--- config.mk ---
export PLATFORM = sky130hd
export DESIGN_NAME = syzygy_adc_word_align
export DESIGN_NICKNAME = d
export VERILOG_FILES = /design/src/rtl/syzygy_adc_word_align.sv
export SDC_FILE = /design/constraint.sdc
export NUM_CORES = 1
export LEC_CHECK = 0
export CAP_MARGIN = 40
export CORE_AREA = 10 10 139 141
export DETAILED_ROUTE_END_ITERATION = 6
export DIE_AREA = 0 0 149 151
export GPL_TIMING_DRIVEN = 0
export PLACE_DENSITY_LB_ADDON = 0.05
export SLEW_MARGIN = 20
export SYNTH_ARGS = -nofsm -noshare
export SYNTH_HDL_FRONTEND = slang
export SYNTH_SLANG_ARGS = --single-unit
--- constraint.sdc ---
create_clock -name slow_clk -period 4.25 [get_ports slow_clk]
set_clock_uncertainty 0.05 [all_clocks]
set_input_delay 0.425 -clock slow_clk [delete_from_list [all_inputs] [get_ports slow_clk]]
set_output_delay 0.425 -clock slow_clk [all_outputs]
set_load 0.05 [all_outputs]
--- src/rtl/syzygy_adc_word_align.sv ---
// syzygy_adc_word_align
//   Takes the raw 8-bit ISERDES words of the two data lanes of one ADC channel.
//   It applies the frame stage's bitslip count as a bit-window shift and
//   interleaves the lanes into a 16-bit sample. Samples are queued in a small
//   first-word-fall-through FIFO that faces the capture logic with valid/ready.
// Ports
//   slow_clk       divided decode clock, single clock domain
//   reset          asynchronous, active-high
//   data_valid     frame alignment settled
//   bitslip_count  bit offset 0..7 (values above 7 are flagged, not used)
//   lane_a/lane_b  lane A carries odd sample bits, lane B carries even sample bits
//   m_data/m_valid/m_ready  sample stream out, transfer on m_valid & m_ready
//   overflow       sticky, a sample was dropped on a full FIFO
//   align_err      sticky, illegal bitslip_count while data_valid was high
//   sample_count   samples accepted into the FIFO, wraps
module syzygy_adc_word_align #(
  parameter int FIFO_DEPTH = 8,
  parameter int CNT_W      = 32,
  parameter int FLUSH_CYC  = 2
) (
  input  logic             slow_clk,
  input  logic             reset,
  input  logic             data_valid,
  input  logic [3:0]       bitslip_count,
  input  logic [7:0]       lane_a,
  input  logic [7:0]       lane_b,
  output logic [15:0]      m_data,
  output logic             m_valid,
  input  logic             m_ready,
  output logic             overflow,
  output logic             align_err,
  output logic [CNT_W-1:0] sample_count
);

  localparam int AW    = $clog2(FIFO_DEPTH);
  localparam int PTR_W = AW + 1;
  localparam int FL_W  = (FLUSH_CYC < 1) ? 1 : $clog2(FLUSH_CYC + 1);

  // Window of 8 bits starting s bits up from the LSB of {prev, cur}.
  function automatic logic [7:0] align_window(input logic [7:0] prev,
                                              input logic [7:0] cur,
                                              input logic [2:0] s);
    logic [15:0] w;
    w = {prev, cur} >> s;
    return w[7:0];
  endfunction

  function automatic logic [15:0] interleave(input logic [7:0] a, input logic [7:0] b);
    logic [15:0] r;
    for (int i = 0; i < 8; i++) begin
      r[2*i+1] = a[i];
      r[2*i]   = b[i];
    end
    return r;
  endfunction

  logic [7:0]  cur_a_p1, cur_b_p1, prev_a_p1, prev_b_p1;
  logic [2:0]  s_p1;
  logic        vld_p1, restart_p1;
  logic [7:0]  al_a_p2, al_b_p2;
  logic        vld_p2, restart_p2;
  logic [15:0] sample_p3;
  logic        vld_p3, restart_p3;
  logic [FL_W-1:0] flush_cnt;

  logic v1_in, restart_in;
  // A restart marks the first sample after valid rises or the slip moves;
  // it travels with the data so the flush discards exactly the affected samples.
  assign v1_in      = data_valid & (bitslip_count <= 4'd7);
  assign restart_in = v1_in & (~vld_p1 | (bitslip_count[2:0] != s_p1));

  // ---- stage 1: capture lane words, slip and qualifier ----
  always_ff @(posedge slow_clk or posedge reset) begin
    if (reset) begin
      cur_a_p1   <= '0;
      cur_b_p1   <= '0;
      prev_a_p1  <= '0;
      prev_b_p1  <= '0;
      s_p1       <= '0;
      vld_p1     <= 1'b0;
      restart_p1 <= 1'b0;
      align_err  <= 1'b0;
    end else begin
      cur_a_p1   <= lane_a;
      cur_b_p1   <= lane_b;
      prev_a_p1  <= cur_a_p1;
      prev_b_p1  <= cur_b_p1;
      s_p1       <= bitslip_count[2:0];
      vld_p1     <= v1_in;
      restart_p1 <= restart_in;
      if (data_valid && (bitslip_count > 4'd7)) align_err <= 1'b1;
    end
  end

  // ---- stage 2: bit-window alignment ----
  always_ff @(posedge slow_clk) begin
    al_a_p2 <= align_window(prev_a_p1, cur_a_p1, s_p1);
    al_b_p2 <= align_window(prev_b_p1, cur_b_p1, s_p1);
  end

  always_ff @(posedge slow_clk or posedge reset) begin
    if (reset) begin
      vld_p2     <= 1'b0;
      restart_p2 <= 1'b0;
    end else begin
      vld_p2     <= vld_p1;
      restart_p2 <= restart_p1 & vld_p1;
    end
  end

  // ---- stage 3: interleave, flush gating, FIFO push ----
  always_ff @(posedge slow_clk) begin
    sample_p3 <= interleave(al_a_p2, al_b_p2);
  end

  always_ff @(posedge slow_clk or posedge reset) begin
    if (reset) begin
      vld_p3     <= 1'b0;
      restart_p3 <= 1'b0;
    end else begin
      vld_p3     <= vld_p2;
      restart_p3 <= restart_p2 & vld_p2;
    end
  end

  logic push_req;
  always_comb begin
    push_req = 1'b0;
    if (vld_p3) begin
      if (restart_p3) push_req = (FLUSH_CYC == 0);
      else            push_req = (flush_cnt == '0);
    end
  end

  // The restart sample itself is the first discarded one, so the reload
  // lands at FLUSH_CYC-1 to drop FLUSH_CYC samples in total.
  always_ff @(posedge slow_clk or posedge reset) begin
    if (reset) begin
      flush_cnt <= FL_W'(FLUSH_CYC);
    end else if (vld_p3) begin
      if (restart_p3)            flush_cnt <= FL_W'((FLUSH_CYC == 0) ? 0 : FLUSH_CYC - 1);
      else if (flush_cnt != '0)  flush_cnt <= flush_cnt - FL_W'(1);
    end
  end

  logic [15:0]      mem [FIFO_DEPTH];
  logic [PTR_W-1:0] wr_ptr, rd_ptr;
  logic             empty, full, pop, push_ok, drop;

  assign empty   = (wr_ptr == rd_ptr);
  assign full    = (wr_ptr[AW] != rd_ptr[AW]) && (wr_ptr[AW-1:0] == rd_ptr[AW-1:0]);
  assign pop     = ~empty & m_ready;
  // A pop in the same cycle frees the head slot, so a full FIFO still accepts.
  assign push_ok = push_req & (~full | pop);
  assign drop    = push_req & full & ~pop;

  assign m_valid = ~empty;
  assign m_data  = empty ? 16'h0000 : mem[rd_ptr[AW-1:0]];

  always_ff @(posedge slow_clk) begin
    if (push_ok) mem[wr_ptr[AW-1:0]] <= sample_p3;
  end

  always_ff @(posedge slow_clk or posedge reset) begin
    if (reset) begin
      wr_ptr       <= '0;
      rd_ptr       <= '0;
      overflow     <= 1'b0;
      sample_count <= '0;
    end else begin
      if (push_ok) begin
        wr_ptr       <= wr_ptr + PTR_W'(1);
        sample_count <= sample_count + CNT_W'(1);
      end
      if (pop)  rd_ptr   <= rd_ptr + PTR_W'(1);
      if (drop) overflow <= 1'b1;
    end
  end

endmodule

==> impl_metrics.ini <==
[worst_setup_path]
worst_r2r_startpoint = rd_ptr[0]
cp_slowest_stage_delay_ns = 0.72
startpoint_type = flop
crit_chain = buf_2 -> xor2_1 -> nor3_4 -> and2_1 -> buf_4 -> buf_2 -> nor2_1 -> clkdlybuf4s50_1
crit_top_cell = buf_2
crit_path_max_fanout = 10
ff2ff_setup_slack_ns = 1.34
path_class = reg -> out
worst_r2r_endpoint = mem[6][9]
critPathRequiredTime_ns = 3.77
r2r_cells = 8
cp-end-kind = output port
crit_arrival_ns = 3.24
crit_slowest_cell = clkdlybuf4s50_1

[cts]
cts_sinks = 243
cts_tree = built
clk-insertion-delay-late_ns = 0.51
clockBufferDepth = 3
cts.htree.levels = 1
cts_setup_buffers = 0
cts_hold_buffers = 0
clockRootBuffer = clkbuf_16
cts_resized = 0
path_clk_slew_ns = 0.06
cts_made_buffers = 24

[synth]
async_flop_share_pct = 34.16
synthCells = 590
synth_ff_type = edfxtp_1
synth_edf_count = 128
yosys_warnings = 0
synth_seq_cells = 243
synth_nets = 618
synth.avg_cell_area_sq_um = 15.92
yosysSeqAreaShare_pct = 69.89
netlist_area_sq_um = 9390
ys_types = 42

[die]
row_count = 47
die_w_um = 149
start_util_pct = 57.03
die_h_um = 151
num_io_pins = 75
core_sq_um = 16470
die_area_sq_um = 22500

[cells_and_area]
n_antenna_cell = 0
layout_common_cells = edfxtp_1 (128), dfrtp_1 (82), clkdlybuf4s50_1 (74)
fillers = 1113
nets = 738
area_growth_pct = 21.92
final_cell_count_no_fill = 948
drive_gt1_share_pct = 18.96
mostFrequentLayoutCell = edfxtp_1

[place]
gp_congestion = 0.8705
dp.cells = 903
hpwl_mm = 12.97
io_buffers = 74

[power]
swShare_pct = 33.61
p_switching_uw = 2476
internal-power_uw = 4890
powerDensity_nw_per_um2 = 643.3
clockPowerShare_pct = 28.6
ir_drop_mv = 0.4671
comb_power_share_pct = 33.1
seq_power_share_pct = 38.3
p_leak_uw = 0.004239
report.power.total_uw = 7365

[job]
maxCapViolCount = 0

[global_routing]
antenna_found_initial = 0
grt-ovfl-total = 0
grt_max_degree = 44
grtUsageTotal_pct = 16.63
grt_pass1_vias = 5446
grt_pass1_wl_mm = 29.67

[timing]
worst_pin_slew_ns = 0.7735
hold_violations = 0
rsz0062_at_grt = no
min_period_over_period_pct = 87.50
holdWs_ns = 0.2614
setup_viol = 0
period_needed_ns = 3.719
fmax_mhz = 268.9
max_slew_margin_pct = 48.38
report.final.slew_viol_count = 0

[detailed_routing]
wl_per_cell_um = 19.60
drt-total-wl_mm = 18.58
vias_per_cell = 5.505
drtAntennaViolNets = 0
first_iter_violations = 413
drcViolationCount = 0
firstDrtPassIters = 4
vias = 5219

[worst_hold_path]
min_path_type = in -> async

[status]
status = completed
==> worst max-delay path: cells and delay by family (launching register included) <==
family                 cells  cell delay (ns)
flip-flops                 1             0.38
buffers and inverters      4             1.40
XOR/XNOR                   1             0.19
AND/OR/NAND/NOR            3             0.76
==> metal layers <==
metal	vias up	wire length (um)	GRT usage [%]	part of all wire [%]
li1	2424	-	-	-
met1	2608	7870	21.67	42
met2	158	9316	27.87	50
met3	29	1009	3.222	5.4
met4	0	381	4.907	2.1
met5	-	0	0	0
==> cell type report <==
type                    count  area, sq um  share of cell area, %
plain buffers              28        135.1                  1.180
clock buffers              30        684.4                  5.978
clock inverters            14        128.9                  1.126
inverters                   9        36.28                 0.3169
multi-input cells         310         2699                  23.57
flip-flops and latches    243         6563                  57.32
well taps                 220        275.3                  2.404
repair buffers             94        927.1                  8.098
==> per-stage QoR <==
step	area (sq um)	setup slack, ns	TNS (ns)	utilization [%]
after floorplan	9390	0.7523	0	-
final	11450	0.5312	0	69.53
after detailed placement	10620	1.025	0	64.52
after CTS	11440	0.4832	0	69.46
after global placement	10410	-1.320	-74.82	63.20
after global routing	11450	0.3937	0	69.53
==> state kept, by name, indices dropped and copies added (netlist names), 3 cells and up <==
name          cells
mem             128
sample_count     32
sample_p3        16
al_a_p2           8
al_b_p2           8
cur_a_p1          8
cur_b_p1          8
prev_a_p1         7
prev_b_p1         7
rd_ptr            4
wr_ptr            4
s_p1              3
==> logic make-up (layout without fill, tap and decap cells) <==
kind of cell	after synthesis	in the layout	synth area share [%]
buf+inv	37	175	1.799
mux	75	75	13.15
flops	243	243	69.89
compound gates	45	45	3.198
simple gates	142	142	7.329
xor+xnor	44	44	4.104
fa+ha+maj	4	4	0.5330
==> worst max-delay path by stage <==
| stage | startpoint | end | slack (ns) |
|---|---|---|---|
| after detailed placement | wr_ptr[1] | m_data[6] | 1.02 |
| after global placement | m_ready | mem[2][9] | -1.32 |
| after global routing | wr_ptr[1] | m_data[6] | 0.39 |
| after CTS | wr_ptr[1] | m_data[6] | 0.48 |
| after floorplan | rd_ptr[0] | mem[2][0] | 0.75 |
| final | rd_ptr[0] | m_data[6] | 0.53 |
==> cells in the mapped netlist, types with 2 or more instances <==
| cell | number | area share (%) |
|---|---|---|
| nor2_1 | 28 | 1.1 |
| o211ai_1 | 2 | 0.16 |
| dfxtp_1 | 32 | 6.8 |
| buf_4 | 2 | 0.16 |
| a2111oi_4 | 2 | 0.59 |
| nand4_1 | 9 | 0.60 |
| and4_1 | 3 | 0.28 |
| xor2_1 | 16 | 1.5 |
| nor3_1 | 9 | 0.48 |
| and2_1 | 9 | 0.60 |
| mux2i_1 | 30 | 3.2 |
| and3_1 | 8 | 0.53 |
| dfrtp_1 | 82 | 22 |
| buf_1 | 2 | 0.080 |
| mux2_2 | 6 | 0.72 |
| xnor2_1 | 28 | 2.6 |
| mux4_2 | 38 | 9.1 |
| o21ai_0 | 23 | 1.2 |
| a21o_1 | 2 | 0.16 |
| inv_1 | 7 | 0.28 |
| nand3_1 | 18 | 0.96 |
| ha_1 | 4 | 0.53 |
| clkbuf_1 | 11 | 0.44 |
| nor4_1 | 3 | 0.20 |
| buf_2 | 12 | 0.64 |
| a21oi_1 | 12 | 0.64 |
| nand2_1 | 48 | 1.9 |
| nor3b_1 | 3 | 0.24 |
| edfxtp_1 | 128 | 41 |
==> power by group through the flow <==
stage | logic, uW | clock network [uW] | registers (uW)
6_report | 2430 | 2110 | 2820
5_1_grt | 2580 | 2240 | 2840
4_1_cts | 2470 | 2150 | 2820
3_5_place_dp | 2460 | 0 | 2870
3_3_place_gp | 2380 | 0 | 2860
2_1_floorplan | 1620 | 0 | 2920
Power figures use the tool's default switching activity.
